### src/rtl/uart_boot_loader_if.sv
// Byte-in / word-out bus of the UART boot loader.
// master: the loader (consumes received bytes, issues memory writes).
// slave:  the environment (UART receiver plus program memory).
interface uart_boot_loader_if #(
  parameter int unsigned ADDR_WIDTH = 5
);
  logic [7:0]            rx_data;
  logic                  rx_valid;
  logic                  mem_we;
  logic [ADDR_WIDTH-1:0] mem_addr;
  logic [31:0]           mem_wdata;
  logic                  mem_ack;

  modport master (
    input  rx_data, rx_valid, mem_ack,
    output mem_we, mem_addr, mem_wdata
  );

  modport slave (
    output rx_data, rx_valid, mem_ack,
    input  mem_we, mem_addr, mem_wdata
  );
endinterface

### src/rtl/uart_boot_loader.sv
// UART boot loader: packs received bytes little-endian into 32-bit words,
// writes WORD_COUNT words to program memory, then releases the CPU reset.
module uart_boot_loader #(
  parameter int unsigned WORD_COUNT = 32,
  parameter int unsigned ADDR_WIDTH = 5
) (
  input  logic                sys_clk,
  input  logic                sys_rst,
  uart_boot_loader_if.master  bus,
  output logic                cpu_rst,
  output logic                boot_done,
  output logic                overrun
);

  typedef enum logic [1:0] {RECV, WRITE, DONE} state_t;

  localparam logic [ADDR_WIDTH-1:0] LAST_IDX = ADDR_WIDTH'(WORD_COUNT - 1);

  state_t                state_q, state_d;
  logic [1:0]            byte_idx_q, byte_idx_d;
  logic [ADDR_WIDTH-1:0] word_idx_q, word_idx_d;
  logic [31:0]           wdata_q, wdata_d;
  logic [7:0]            hold_q, hold_d;
  logic                  hold_vld_q, hold_vld_d;
  logic                  overrun_q, overrun_d;
  logic                  take;
  logic [7:0]            take_byte;

  // Next-state and datapath: byte assembly, write handshake, holding byte
  always_comb begin
    state_d    = state_q;
    byte_idx_d = byte_idx_q;
    word_idx_d = word_idx_q;
    wdata_d    = wdata_q;
    hold_d     = hold_q;
    hold_vld_d = hold_vld_q;
    overrun_d  = overrun_q;
    take       = 1'b0;
    take_byte  = '0;

    unique case (state_q)
      RECV: begin
        // A held byte is always older than a byte arriving now, so it is
        // consumed first and the new byte takes its place in the holder.
        if (hold_vld_q) begin
          take       = 1'b1;
          take_byte  = hold_q;
          hold_vld_d = bus.rx_valid;
          if (bus.rx_valid) hold_d = bus.rx_data;
        end else if (bus.rx_valid) begin
          take      = 1'b1;
          take_byte = bus.rx_data;
        end
        if (take) begin
          wdata_d[{byte_idx_q, 3'b000} +: 8] = take_byte;
          byte_idx_d = byte_idx_q + 2'd1;
          if (byte_idx_q == 2'd3) state_d = WRITE;
        end
      end
      WRITE: begin
        if (bus.rx_valid) begin
          if (hold_vld_q) begin
            overrun_d = 1'b1;
          end else begin
            hold_d     = bus.rx_data;
            hold_vld_d = 1'b1;
          end
        end
        if (bus.mem_ack) begin
          byte_idx_d = '0;
          if (word_idx_q == LAST_IDX) begin
            state_d = DONE;
          end else begin
            word_idx_d = word_idx_q + 1'b1;
            state_d    = RECV;
          end
        end
      end
      DONE: ;
      default: state_d = RECV;
    endcase
  end

  // State register with synchronous reset
  always_ff @(posedge sys_clk) begin
    if (sys_rst) begin
      state_q    <= RECV;
      byte_idx_q <= '0;
      word_idx_q <= '0;
      wdata_q    <= '0;
      hold_q     <= '0;
      hold_vld_q <= 1'b0;
      overrun_q  <= 1'b0;
    end else begin
      state_q    <= state_d;
      byte_idx_q <= byte_idx_d;
      word_idx_q <= word_idx_d;
      wdata_q    <= wdata_d;
      hold_q     <= hold_d;
      hold_vld_q <= hold_vld_d;
      overrun_q  <= overrun_d;
    end
  end

  assign bus.mem_we    = (state_q == WRITE);
  assign bus.mem_addr  = word_idx_q;
  assign bus.mem_wdata = wdata_q;
  assign cpu_rst       = (state_q != DONE);
  assign boot_done     = (state_q == DONE);
  assign overrun       = overrun_q;

endmodule

### src/flat_wrapper.sv
// flat-port wrapper written by rule: the top's interface ports become plain ports
module uart_boot_loader_flat 
#(
  parameter int unsigned WORD_COUNT = 32,
  parameter int unsigned ADDR_WIDTH = 5
)
  (sys_clk, sys_rst, cpu_rst, boot_done, overrun, bus_rx_data, bus_rx_valid, bus_mem_ack, bus_mem_we, bus_mem_addr, bus_mem_wdata);
  uart_boot_loader_if #(.ADDR_WIDTH(ADDR_WIDTH)) bus_i ();
  input  logic sys_clk;
  input  logic sys_rst;
  output logic cpu_rst;
  output logic boot_done;
  output logic overrun;
  input wire logic [$bits(bus_i.rx_data)-1:0] bus_rx_data;
  input wire logic [$bits(bus_i.rx_valid)-1:0] bus_rx_valid;
  input wire logic [$bits(bus_i.mem_ack)-1:0] bus_mem_ack;
  output wire logic [$bits(bus_i.mem_we)-1:0] bus_mem_we;
  output wire logic [$bits(bus_i.mem_addr)-1:0] bus_mem_addr;
  output wire logic [$bits(bus_i.mem_wdata)-1:0] bus_mem_wdata;
  assign bus_i.rx_data = bus_rx_data;
  assign bus_i.rx_valid = bus_rx_valid;
  assign bus_i.mem_ack = bus_mem_ack;
  assign bus_mem_we = bus_i.mem_we;
  assign bus_mem_addr = bus_i.mem_addr;
  assign bus_mem_wdata = bus_i.mem_wdata;
  uart_boot_loader #(.WORD_COUNT(WORD_COUNT), .ADDR_WIDTH(ADDR_WIDTH)) u_core (.sys_clk(sys_clk), .sys_rst(sys_rst), .bus(bus_i), .cpu_rst(cpu_rst), .boot_done(boot_done), .overrun(overrun));
endmodule
### config.mk
export PLATFORM = sky130hd
export DESIGN_NAME = uart_boot_loader_flat
export DESIGN_NICKNAME = d
export VERILOG_FILES = /design/src/rtl/uart_boot_loader_if.sv /design/src/rtl/uart_boot_loader.sv /design/src/flat_wrapper.sv
export SDC_FILE = /design/constraint.sdc
export NUM_CORES = 1
export LEC_CHECK = 0
export ABC_AREA = 1
export CORE_MARGIN = 4
export CORE_UTILIZATION = 30
export CTS_CLUSTER_SIZE = 20
export DETAILED_ROUTE_END_ITERATION = 7
export MAX_ROUTING_LAYER = met4
export SLEW_MARGIN = 20
export SYNTH_ARGS = -nofsm -noshare
export SYNTH_HDL_FRONTEND = slang
export SYNTH_SLANG_ARGS = --single-unit
export TNS_END_PERCENT = 30
### constraint.sdc
create_clock -name sys_clk -period 1.95 [get_ports sys_clk]
set_input_delay 0.4875 -clock sys_clk [delete_from_list [all_inputs] [get_ports sys_clk]]
set_output_delay 0.4875 -clock sys_clk [all_outputs]
set_load 0.005 [all_outputs]
==> results.yml <==
timing:
  worstMarginPinSlew_ps: 379.0
  fin_ws_ps: 69.94
  fmax_mhz: 531.9
  slew_headroom: 0.7467
  skew_ps: 13.07
  maxSlewViolCount: 0
  post-route-period-util: 0.9641
  tns_ps: 0
  setup_viol: 0
  min_period_ps: 1880
  rsz0062_at_grt: "no"
  finalHoldViolations: 0
setup_path:
  reg2reg_slack_ps: 160
  worstPathArrival_ps: 1390
  criticalPathCategory: "flip-flop to primary output"
  reg2regPathDepth: 6
  worst_ep_required_time_ps: 1460
  cp-start-kind: "flip-flop"
  critPathMaxFanout: 4
  critPathCaptureType: "primary output"
hold_path:
  hold_class: "flip-flop to flip-flop"
  min_path_cells: 2
finish:
  area_delta_synth_final_pct: 34.78
  final_cells: 492
  multiInputGateArea_mm2: 0.001174
  nets: 411
  fillers: 767
  num_antenna_cells: 0
  layout-drive-gt1-share: 0.08906
  regArea_mm2: 0.001023
global_routing:
  grt_usage: 0.1460
  grt_max_degree: 45
  gr-total-overflow: 0
  grt_first_pass_wirelength_um: 10140
  antenna_found_initial: 0
  grt_pass1_vias: 2089
clock_tree:
  cts_max_level: 2
  cts_tree: "done"
  cts_setup_buffers: 0
  cts_made_buffers: 5
  cts.clk_slew.worst_paths_ps: 100
  cts-root-buf: "clkbuf_8"
  cts.sinks: 51
  insertion_delay_ps: 310
  clk_path_buf_depth: 2
status:
  status: "complete, no violations"
detailed_routing:
  wl_per_cell_um: 12.44
  dr.pass1.iters: 5
  wl_um: 6122
  remaining_drc_errors: 0
  wl_met2_um: 2722
  drt_iter0_drc: 140
  wl_met1_um: 2955
  routed.top_layer: "met4"
  wl_met3_um: 317
  vias: 2263
  ant_nets: 0
  vias_per_cell: 4.600
placed_design:
  globalplace.congestion: 0.9419
  io_buffer_count: 52
  post-dp-hpwl_um: 4578
  post-place-ws_ps: 17.98
  dp.cells: 484
synthesis:
  synth_edf_count: 0
  ys_seq_area_frac: 0.4366
  synthFlopType: "dfxtp_1"
  synth.avg_cell_area_um2: 7.065
  syn-num-nets: 350
  yosysWarningCount: 0
  synthArstFlopShare: 0
  ys_types: 22
  syn_inst: 331
  ys_seq_elements: 51
  netlist_area_mm2: 0.002338
floorplanning:
  core_mm2: 0.007408
  die_w_um: 96.29
  die_h_um: 96.29
  die-area_mm2: 0.009272
  rows: 31
  ioPinCount: 53
  start_util: 0.3157
pwr:
  pwr_density_cell_mw_per_mm2: 606.2
  leakage_nw: 1.186
  vdd_drop_max_mv: 0.3024
job:
  cap_viol_max_count: 0
==> critical path, cell delays in order (launching register included) <==
cell	delay, ps
dfxtp_1	320
buf_4	150
nor2_4	100
clkdlybuf4s50_1	510
==> logic make-up after synthesis <==
group	synth area share
and+or+nand+nor	0.3473
AOI/OAI and AO/OA	0.1134
buffers and inverters	0.06528
DFF	0.4366
adders and majority gates	0.03745
==> state kept, by name, indices dropped and copies added, names as in the netlist <==
name                  cells
u_core.hold_vld_q         1
u_core.overrun            1
u_core.bus.mem_wdata     32
u_core.state_q            2
u_core.byte_idx_q         2
u_core.bus.mem_addr       5
u_core.hold_q             8
==> area by class of cell <==
| cell class | count | area share |
|---|---|---|
| clock inverter | 3 | 0.007940 |
| inverter | 33 | 0.03930 |
| clock buffer | 5 | 0.02183 |
| sequential | 51 | 0.3247 |
| timing repair buffer | 61 | 0.1945 |
| multi-input combinational | 240 | 0.3724 |
| tap | 99 | 0.03930 |
==> metrics by stage <==
stage | hold slack, ps | instance area (um^2) | total power, mW | utilization
2_1_floorplan | 460.4 | 2338 | 1.205 | -
3_3_place_gp | 452.7 | 3047 | 1.295 | 0.4112
3_5_place_dp | 456.3 | 3047 | 1.296 | 0.4112
4_1_cts | 472.0 | 3141 | 1.930 | 0.4239
5_1_grt | 487.9 | 3152 | 2.004 | 0.4254
6_report | 470.6 | 3152 | 1.911 | 0.4254
==> what timing repair did <==
action | in CTS | in global routing
hold buffers | 0 | 0
resized for setup | 0 | 4
setup endpoints to repair | 0 | 12
==> path summary, 6_finish.rpt <==
path / start / to
setup / recovery: u_core.state_q[1]$_SDFFE_PP0P_ / bus_mem_we
hold / removal: u_core.bus.mem_wdata[5]$_SDFFE_PP0P_ / u_core.bus.mem_wdata[5]$_SDFFE_PP0P_
setup reg to reg: u_core.byte_idx_q[0]$_SDFFE_PP0P_ / u_core.bus.mem_wdata[24]$_SDFFE_PP0P_
hold reg to reg: u_core.bus.mem_wdata[5]$_SDFFE_PP0P_ / u_core.bus.mem_wdata[5]$_SDFFE_PP0P_
==> Yosys cell counts, types with 3 or more instances <==
| master | count | area share |
|---|---|---|
| dfxtp_1 | 51 | 0.44 |
| a21oi_1 | 49 | 0.10 |
| nor2_4 | 5 | 0.024 |
| nand3b_1 | 8 | 0.026 |
| clkbuf_1 | 3 | 0.0048 |
| ha_1 | 7 | 0.037 |
| nand3_2 | 3 | 0.013 |
| nand3_1 | 21 | 0.045 |
| nand2_1 | 116 | 0.19 |
| nor2_1 | 21 | 0.034 |
| o21ai_0 | 4 | 0.0086 |
| inv_1 | 30 | 0.048 |
==> power by group <==
| part | switching [mW] | total [mW] | internal, mW |
|---|---|---|---|
| Clock | 0.378 | 0.635 | 0.257 |
| Combinational | 0.127 | 0.216 | 0.0888 |
| Sequential | 0.00840 | 1.06 | 1.05 |
| Total | 0.513 | 1.91 | 1.40 |
==> layer usage <==
metal | global-route usage | vias to the layer above
li1 | - | 1169
met1 | 0.1976 | 1019
met2 | 0.2122 | 62
met3 | 0.03440 | 13
met4 | 0.05140 | 0
met5 | - | -
==> cells in the final DEF (no fill, tap or decap), drive strengths merged <==
cell	instances
a21oi	49
and3	1
buf	9
clkbuf	5
clkdlybuf4s50	52
clkinv	3
clkinvlp	1
dfxtp	51
ha	7
inv	32
nand2	118
nand3	24
nand3b	8
nor2	27
nor3	1
o21ai	4
or2	1
No activity file was read; power rests on OpenSTA's default activity.
